==> config.mk <==
export PLATFORM = sky130hd
export DESIGN_NAME = demux_dist_flat
export DESIGN_NICKNAME = d
export VERILOG_FILES = /design/src/rtl/demux_dist_if.sv /design/src/rtl/demux_dist.sv /design/src/flat_wrapper.sv
export SDC_FILE = /design/constraint.sdc
export NUM_CORES = 1
export LEC_CHECK = 0
export CELL_PAD_IN_SITES_DETAIL_PLACEMENT = 1
export CELL_PAD_IN_SITES_GLOBAL_PLACEMENT = 2
export CORE_ASPECT_RATIO = 1.4
export CORE_MARGIN = 2
export CORE_UTILIZATION = 24
export DETAILED_ROUTE_END_ITERATION = 10
export HOLD_SLACK_MARGIN = 0.05
export PLACE_DENSITY_LB_ADDON = 0.05
export REMOVE_ABC_BUFFERS = 1
export SLEW_MARGIN = 10
export SYNTH_ARGS = -nofsm -noshare
export SYNTH_HDL_FRONTEND = slang
export SYNTH_SLANG_ARGS = --single-unit
==> constraint.sdc <==
create_clock -name clk -period 4.9 [get_ports clk]
set_input_delay 0.49 -clock clk [delete_from_list [all_inputs] [get_ports clk]]
set_output_delay 0.49 -clock clk [all_outputs]
set_load 0.02 [all_outputs]
==> src/rtl/demux_dist_if.sv <==
// Handshake bundle for the 1-to-N distributor: upstream word channel plus
// per-destination valid/ready with a shared data bus.
interface demux_dist_if #(
    parameter int WIDTH    = 16,
    parameter int CHANNELS = 16,
    parameter int SEL_W    = 4
);
    logic                in_valid;
    logic                in_ready;
    logic [WIDTH-1:0]    in_data;
    logic [SEL_W-1:0]    in_sel;
    logic                in_bcast;
    logic [WIDTH-1:0]    out_data;
    logic [CHANNELS-1:0] out_valid;
    logic [CHANNELS-1:0] out_ready;

    modport master (
        output in_valid, in_data, in_sel, in_bcast, out_ready,
        input  in_ready, out_data, out_valid
    );

    modport slave (
        input  in_valid, in_data, in_sel, in_bcast, out_ready,
        output in_ready, out_data, out_valid
    );
endinterface

==> src/rtl/demux_dist.sv <==
// Registered 1-to-N word distributor: one selected channel or broadcast,
// with out-of-range drop reporting and a saturating drop counter.
module demux_dist #(
    parameter int WIDTH    = 16,
    parameter int CHANNELS = 16,
    parameter int SEL_W    = 4,
    parameter int CNT_W    = 8
) (
    input  logic             clk,
    input  logic             rst,
    demux_dist_if.slave      bus,
    output logic             err,
    output logic [CNT_W-1:0] drop_cnt
);
    typedef enum logic {IDLE, HOLD} state_t;

    localparam logic [CHANNELS-1:0] ONE = {{(CHANNELS-1){1'b0}}, 1'b1};

    state_t              state_q, state_d;
    logic [CHANNELS-1:0] p_q, p_d;
    logic [WIDTH-1:0]    data_q, data_d;
    logic                err_d;
    logic [CNT_W-1:0]    cnt_d;
    logic                ready;
    logic                accept;
    logic                in_range;

    // Ready as soon as every still-pending channel completes this cycle.
    assign ready         = (state_q == IDLE) || ((p_q & ~bus.out_ready) == '0);
    assign bus.in_ready  = ready;
    assign bus.out_valid = p_q;
    assign bus.out_data  = data_q;

    always_comb begin
        p_d      = p_q & ~bus.out_ready;
        data_d   = data_q;
        err_d    = 1'b0;
        cnt_d    = drop_cnt;
        accept   = bus.in_valid && ready;
        in_range = int'(bus.in_sel) < CHANNELS;
        if (accept) begin
            if (bus.in_bcast) begin
                p_d    = '1;
                data_d = bus.in_data;
            end else if (in_range) begin
                p_d    = ONE << bus.in_sel;
                data_d = bus.in_data;
            end else begin
                p_d   = '0;
                err_d = 1'b1;
                if (drop_cnt != '1)
                    cnt_d = drop_cnt + 1'b1;
            end
        end
        state_d = (p_d == '0) ? IDLE : HOLD;
    end

    always_ff @(posedge clk) begin
        if (rst) begin
            state_q  <= IDLE;
            p_q      <= '0;
            data_q   <= '0;
            err      <= 1'b0;
            drop_cnt <= '0;
        end else begin
            state_q  <= state_d;
            p_q      <= p_d;
            data_q   <= data_d;
            err      <= err_d;
            drop_cnt <= cnt_d;
        end
    end
endmodule
==> src/flat_wrapper.sv <==
// flat-port wrapper written by rule: the top's interface ports become plain ports
module demux_dist_flat 
#(
    parameter int WIDTH    = 16,
    parameter int CHANNELS = 16,
    parameter int SEL_W    = 4,
    parameter int CNT_W    = 8
)
  (clk, rst, err, drop_cnt, bus_in_valid, bus_in_data, bus_in_sel, bus_in_bcast, bus_out_ready, bus_in_ready, bus_out_data, bus_out_valid);
  demux_dist_if #(.WIDTH(WIDTH), .CHANNELS(CHANNELS), .SEL_W(SEL_W)) bus_i ();
  input  logic clk;
  input  logic rst;
  output logic err;
  output logic [CNT_W-1:0] drop_cnt;
  input wire logic [$bits(bus_i.in_valid)-1:0] bus_in_valid;
  input wire logic [$bits(bus_i.in_data)-1:0] bus_in_data;
  input wire logic [$bits(bus_i.in_sel)-1:0] bus_in_sel;
  input wire logic [$bits(bus_i.in_bcast)-1:0] bus_in_bcast;
  input wire logic [$bits(bus_i.out_ready)-1:0] bus_out_ready;
  output wire logic [$bits(bus_i.in_ready)-1:0] bus_in_ready;
  output wire logic [$bits(bus_i.out_data)-1:0] bus_out_data;
  output wire logic [$bits(bus_i.out_valid)-1:0] bus_out_valid;
  assign bus_i.in_valid = bus_in_valid;
  assign bus_i.in_data = bus_in_data;
  assign bus_i.in_sel = bus_in_sel;
  assign bus_i.in_bcast = bus_in_bcast;
  assign bus_i.out_ready = bus_out_ready;
  assign bus_in_ready = bus_i.in_ready;
  assign bus_out_data = bus_i.out_data;
  assign bus_out_valid = bus_i.out_valid;
  demux_dist #(.WIDTH(WIDTH), .CHANNELS(CHANNELS), .SEL_W(SEL_W), .CNT_W(CNT_W)) u_core (.clk(clk), .rst(rst), .bus(bus_i), .err(err), .drop_cnt(drop_cnt));
endmodule
# Word-level counts from Yosys, hierarchy flattened
# Index checks and enable logic that the tools add are counted.
totals:
  out_inout_bits: 42
  inputBits: 40
  regBits: 33
op_classes:
  n_bitwise: 3
  n_mux: 3
  n_reduce_logical: 4
  shifts: 1
ops:
  columns: ["operator", "n"]
  rows:
  - ["$logic_not A16 Y1", 2]
  - ["$mux W16", 2]
  - ["$and A16 B16 Y16", 1]
  - ["$not A16 Y16", 1]
  - ["$shl A1 B4 Y16 const A", 1]
  - ["$logic_and A1 B1 Y1", 1]
  - ["$logic_or A1 B1 Y1", 1]
  - ["$mux W1", 1]
  - ["$not A1 Y1", 1]

# Logic depth before layout (Yosys ltp)
logic_depth:
  word_depth: 8
  ltp_mapped: 8
  ltp_nobuf: 6

# Worst setup path after synthesis
# OpenSTA, ideal clock, no wires.
synth_path:
  kind: "input to output"
  from: "in bus_out_ready[3]"
  to: "out bus_in_ready"
  arrival_time_ps: 1506
  path_buffers: 1
  cell_stages: 5
  setup_slack_ps: 2904
  path_cell_list: "nor2b_1 -> nor4_1 -> nand2_1 -> o31ai_4 -> buf_4"
synth_via:
  elab_chain_cells: 4
synth_rtl:
  columns: ["element", "line_no", "rtl"]
  rows:
  - ["start: declaration", "flat_wrapper.sv:19", "input wire logic [$bits(bus_i.out_ready)-1:0] bus_out_ready;"]
  - ["$not A16 Y16", "demux_dist.sv:29", "assign ready = (state_q == IDLE) || ((p_q & ~bus.out_ready) == '0);"]
  - ["$and A16 B16 Y16", "demux_dist.sv:29", null]
  - ["$logic_not A16 Y1", "demux_dist.sv:29", null]
  - ["$logic_or A1 B1 Y1", "demux_dist.sv:29", null]
  - ["end: declaration", "flat_wrapper.sv:20", "output wire logic [$bits(bus_i.in_ready)-1:0] bus_in_ready;"]
# Every way passes these cells.

# Final worst setup path
# Ends and elaborated chain as after synthesis.

==> flow_summary.toml <==
[drt]
met1Wirelength_mm = 2.52
firstDrtPassIters = 4
ant_nets = 0
met2_length_mm = 2.82
vias = 1758
routed-wl-met3_um = 257
routed_wl_mm = 5.71
post-route-drc-count = 0
drt_iter0_drc = 66
top_layer_used = "met4"
avgViaCountPerCell = 4.76
drt-wirelength-per-cell_um = 15.5

[clock_tree]
path_clk_slew_ns = 0.06
clkSinkCount = 33
clk_latency_ns = 0.28
h-tree-depth = 2
cts_root_buffer = "clkbuf_8"
ctsHoldBuffers = 0
cts_resized = 0
cts_setup_buffers = 0
numCtsBuffers = 5
cts_tree = "yes"
cts_buffer_depth = 2

[floorplanning]
die_y_um = 105
die_x_um = 76.0
start_util_pct = 25.0
io_pins = 82
core_um2 = 6980
die-area_um2 = 7970
fp-row-count = 36

[timing]
hold_violations = 0
slew_headroom_pct = 50.1
min_period_over_period_pct = 68.7
slew_viol_final = 0
fmaxAchievable_mhz = 297
finalSetupTns_ns = 0
fin_crit_ns = 3.36
worst_pin_slew_ns = 0.747
finalSetupViolCount = 0
fin_worst_skew_ns = 0.00266
rsz0062_at_grt = "false"

[global_routing]
grt_start_max_net_pins = 38
antenna_found_initial = 0
overflow = 0
first_global_vias = 1901
grt_pass1_wl_mm = 9.48
track_usage_pct = 14.7

[yosys]
synth_area_um2 = 1740
synth_seq_cells = 33
synthSimpleGateAreaFrac_pct = 15.1
synth_top_family_by_area = "compound AO/OA/AOI/OAI gates"
synth-xor-area-share_pct = 0.503
ys_types = 30
synthAdderAreaFrac_pct = 0
synth_edf_count = 0
synthMuxAreaShare_pct = 0
synth-seq-area-share_pct = 37.9
synth_compound_area_share_pct = 35.0
syn_inst = 214
async_reset_ff_share_pct = 0
syn_avg_cell_area_um2 = 8.14
synth_top_flop_cell = "dfxtp_1"
yosysWarnings = 0

[critical_path]
worst-path-buf-inv = 2
r2r_cells = 7
endpoint_kind = "output port"
required_ns = 4.41
worstPathCellList = "clkdlybuf4s50_1 > nor2b_1 > nor4_1 > nand2_1 > o31ai_4 > clkdlybuf4s50_1"
crit_cells = 6
critical_path_class = "in2out"
cpMaxStageDelayCell = "clkdlybuf4s50_1"
cp_max_fo = 13
worst_path_dominant_cell_family = "buffers and inverters"
crit_top_cell = "clkdlybuf4s50_1"
cp_slowest_stage_delay_ns = 0.75
cp-start-kind = "input port"
worstPathArrival_ns = 2.87

[placement]
place_congestion = 0.756
io_buffers = 72
dp_cells = 362
place_hpwl_mm = 4.05

[final_layout]
final_common_cell = "clkdlybuf4s50_1"
layout_common_cells = "72 x clkdlybuf4s50_1, 44 x a21oi_1, 33 x dfxtp_1"
nFillCells = 845
layout.cells.non_filler = 369
drive_above_1_share_pct = 5.47
antenna_cells = 0
fin_nets = 314
area_growth_pct = 46.4

[run_status]
run_status = "complete, no violations"

[power]
power_per_cell_area_nw_per_um2 = 454
power_leakage_nw = 0.904
ir_drop_v = 0.000153

[min_path]
worstHoldPathCells = 3
hp-class = "reg2reg"

[flow_run]
maxCapViolCount = 0
power by group:
part	switching [mW]	internal (mW)
clock	0.0945	0.111
sequential	0.0338	0.334
combinational	0.329	0.257
cells in the mapped netlist, types with 2 or more instances:
cell type   n  area, um2
a31oi_1     6       37.5
a311oi_1    2       17.5
nand2_1    19       71.3
nand3_1     2       10.0
a31o_2      3       26.3
clkbuf_1   16       60.1
a21oi_1    44        220
buf_6       2       22.5
inv_1       2       7.51
o21ai_0     2       10.0
dfxtp_1    33        661
buf_4      13       97.6
nor2b_1    20        125
a31o_1     14        123
nor4_1      3       18.8
nor2_1      4       15.0
a211oi_1   16        120
worst register-to-register path: cells and delay by family, from the launching register on:
family                 cells  cell delay, ns
buffers and inverters      1            0.36
AOI/OAI and AO/OA          2            0.65
DFF                        1            0.31
and+or+nand+nor            4            1.36
per-stage QoR:
step	power (mW)	instance area (um2)	hold slack, ns	utilization [%]	setup WS [ns]
CTS	1.18	2550	0.611	36.5	1.46
global route	1.24	2550	0.639	36.5	1.33
floorplan	0.688	1590	0.562	-	1.97
detailed placement	0.970	2460	0.597	35.3	1.36
global placement	0.970	2460	0.583	35.3	1.40
finish	1.16	2550	0.603	36.5	1.54
path summary, 6_finish.rpt:
path | start | end | slack [ns]
worst min register to register | u_core.bus.out_data[10]$_SDFFE_PP0N_ | u_core.bus.out_data[10]$_SDFFE_PP0N_ | 0.60
worst max register to register | u_core.bus.out_valid[12]$_SDFF_PP0_ | u_core.bus.out_valid[3]$_SDFF_PP0_ | 2.08
worst min-delay path | u_core.bus.out_data[10]$_SDFFE_PP0N_ | u_core.bus.out_data[10]$_SDFFE_PP0N_ | 0.60
worst max-delay path | bus_out_ready[3] | bus_in_ready | 1.54
state kept, by name, indices dropped and copies added (netlist names):
register,count
u_core.bus.out_data,16
u_core.bus.out_valid,16
u_core.state_q,1
layout make-up:
| class | count | area (um2) | share of cell area (%) |
|---|---|---|---|
| flip-flops and latches | 33 | 661 | 25.9 |
| repair buffers | 77 | 758 | 29.7 |
| multi-input cells | 154 | 916 | 35.9 |
| inverters | 3 | 11.3 | 0.441 |
| well taps | 95 | 119 | 4.66 |
| clock buffers | 7 | 86.3 | 3.38 |
routing by layer:
metal / global-route usage (%) / vias up
li1: - / 875
met1: 17.8 / 826
met2: 25.4 / 50
met3: 3.37 / 7
met4: 5.45 / 0
met5: 0 / -
cells by family after synthesis:
logic type	after synthesis
AO/OA/AOI/OAI	92
other	1
buffers and inverters	35
XOR/XNOR	1
flip-flops	33
AND/OR/NAND/NOR	52
Note: power is estimated with default switching activity, not from simulation.
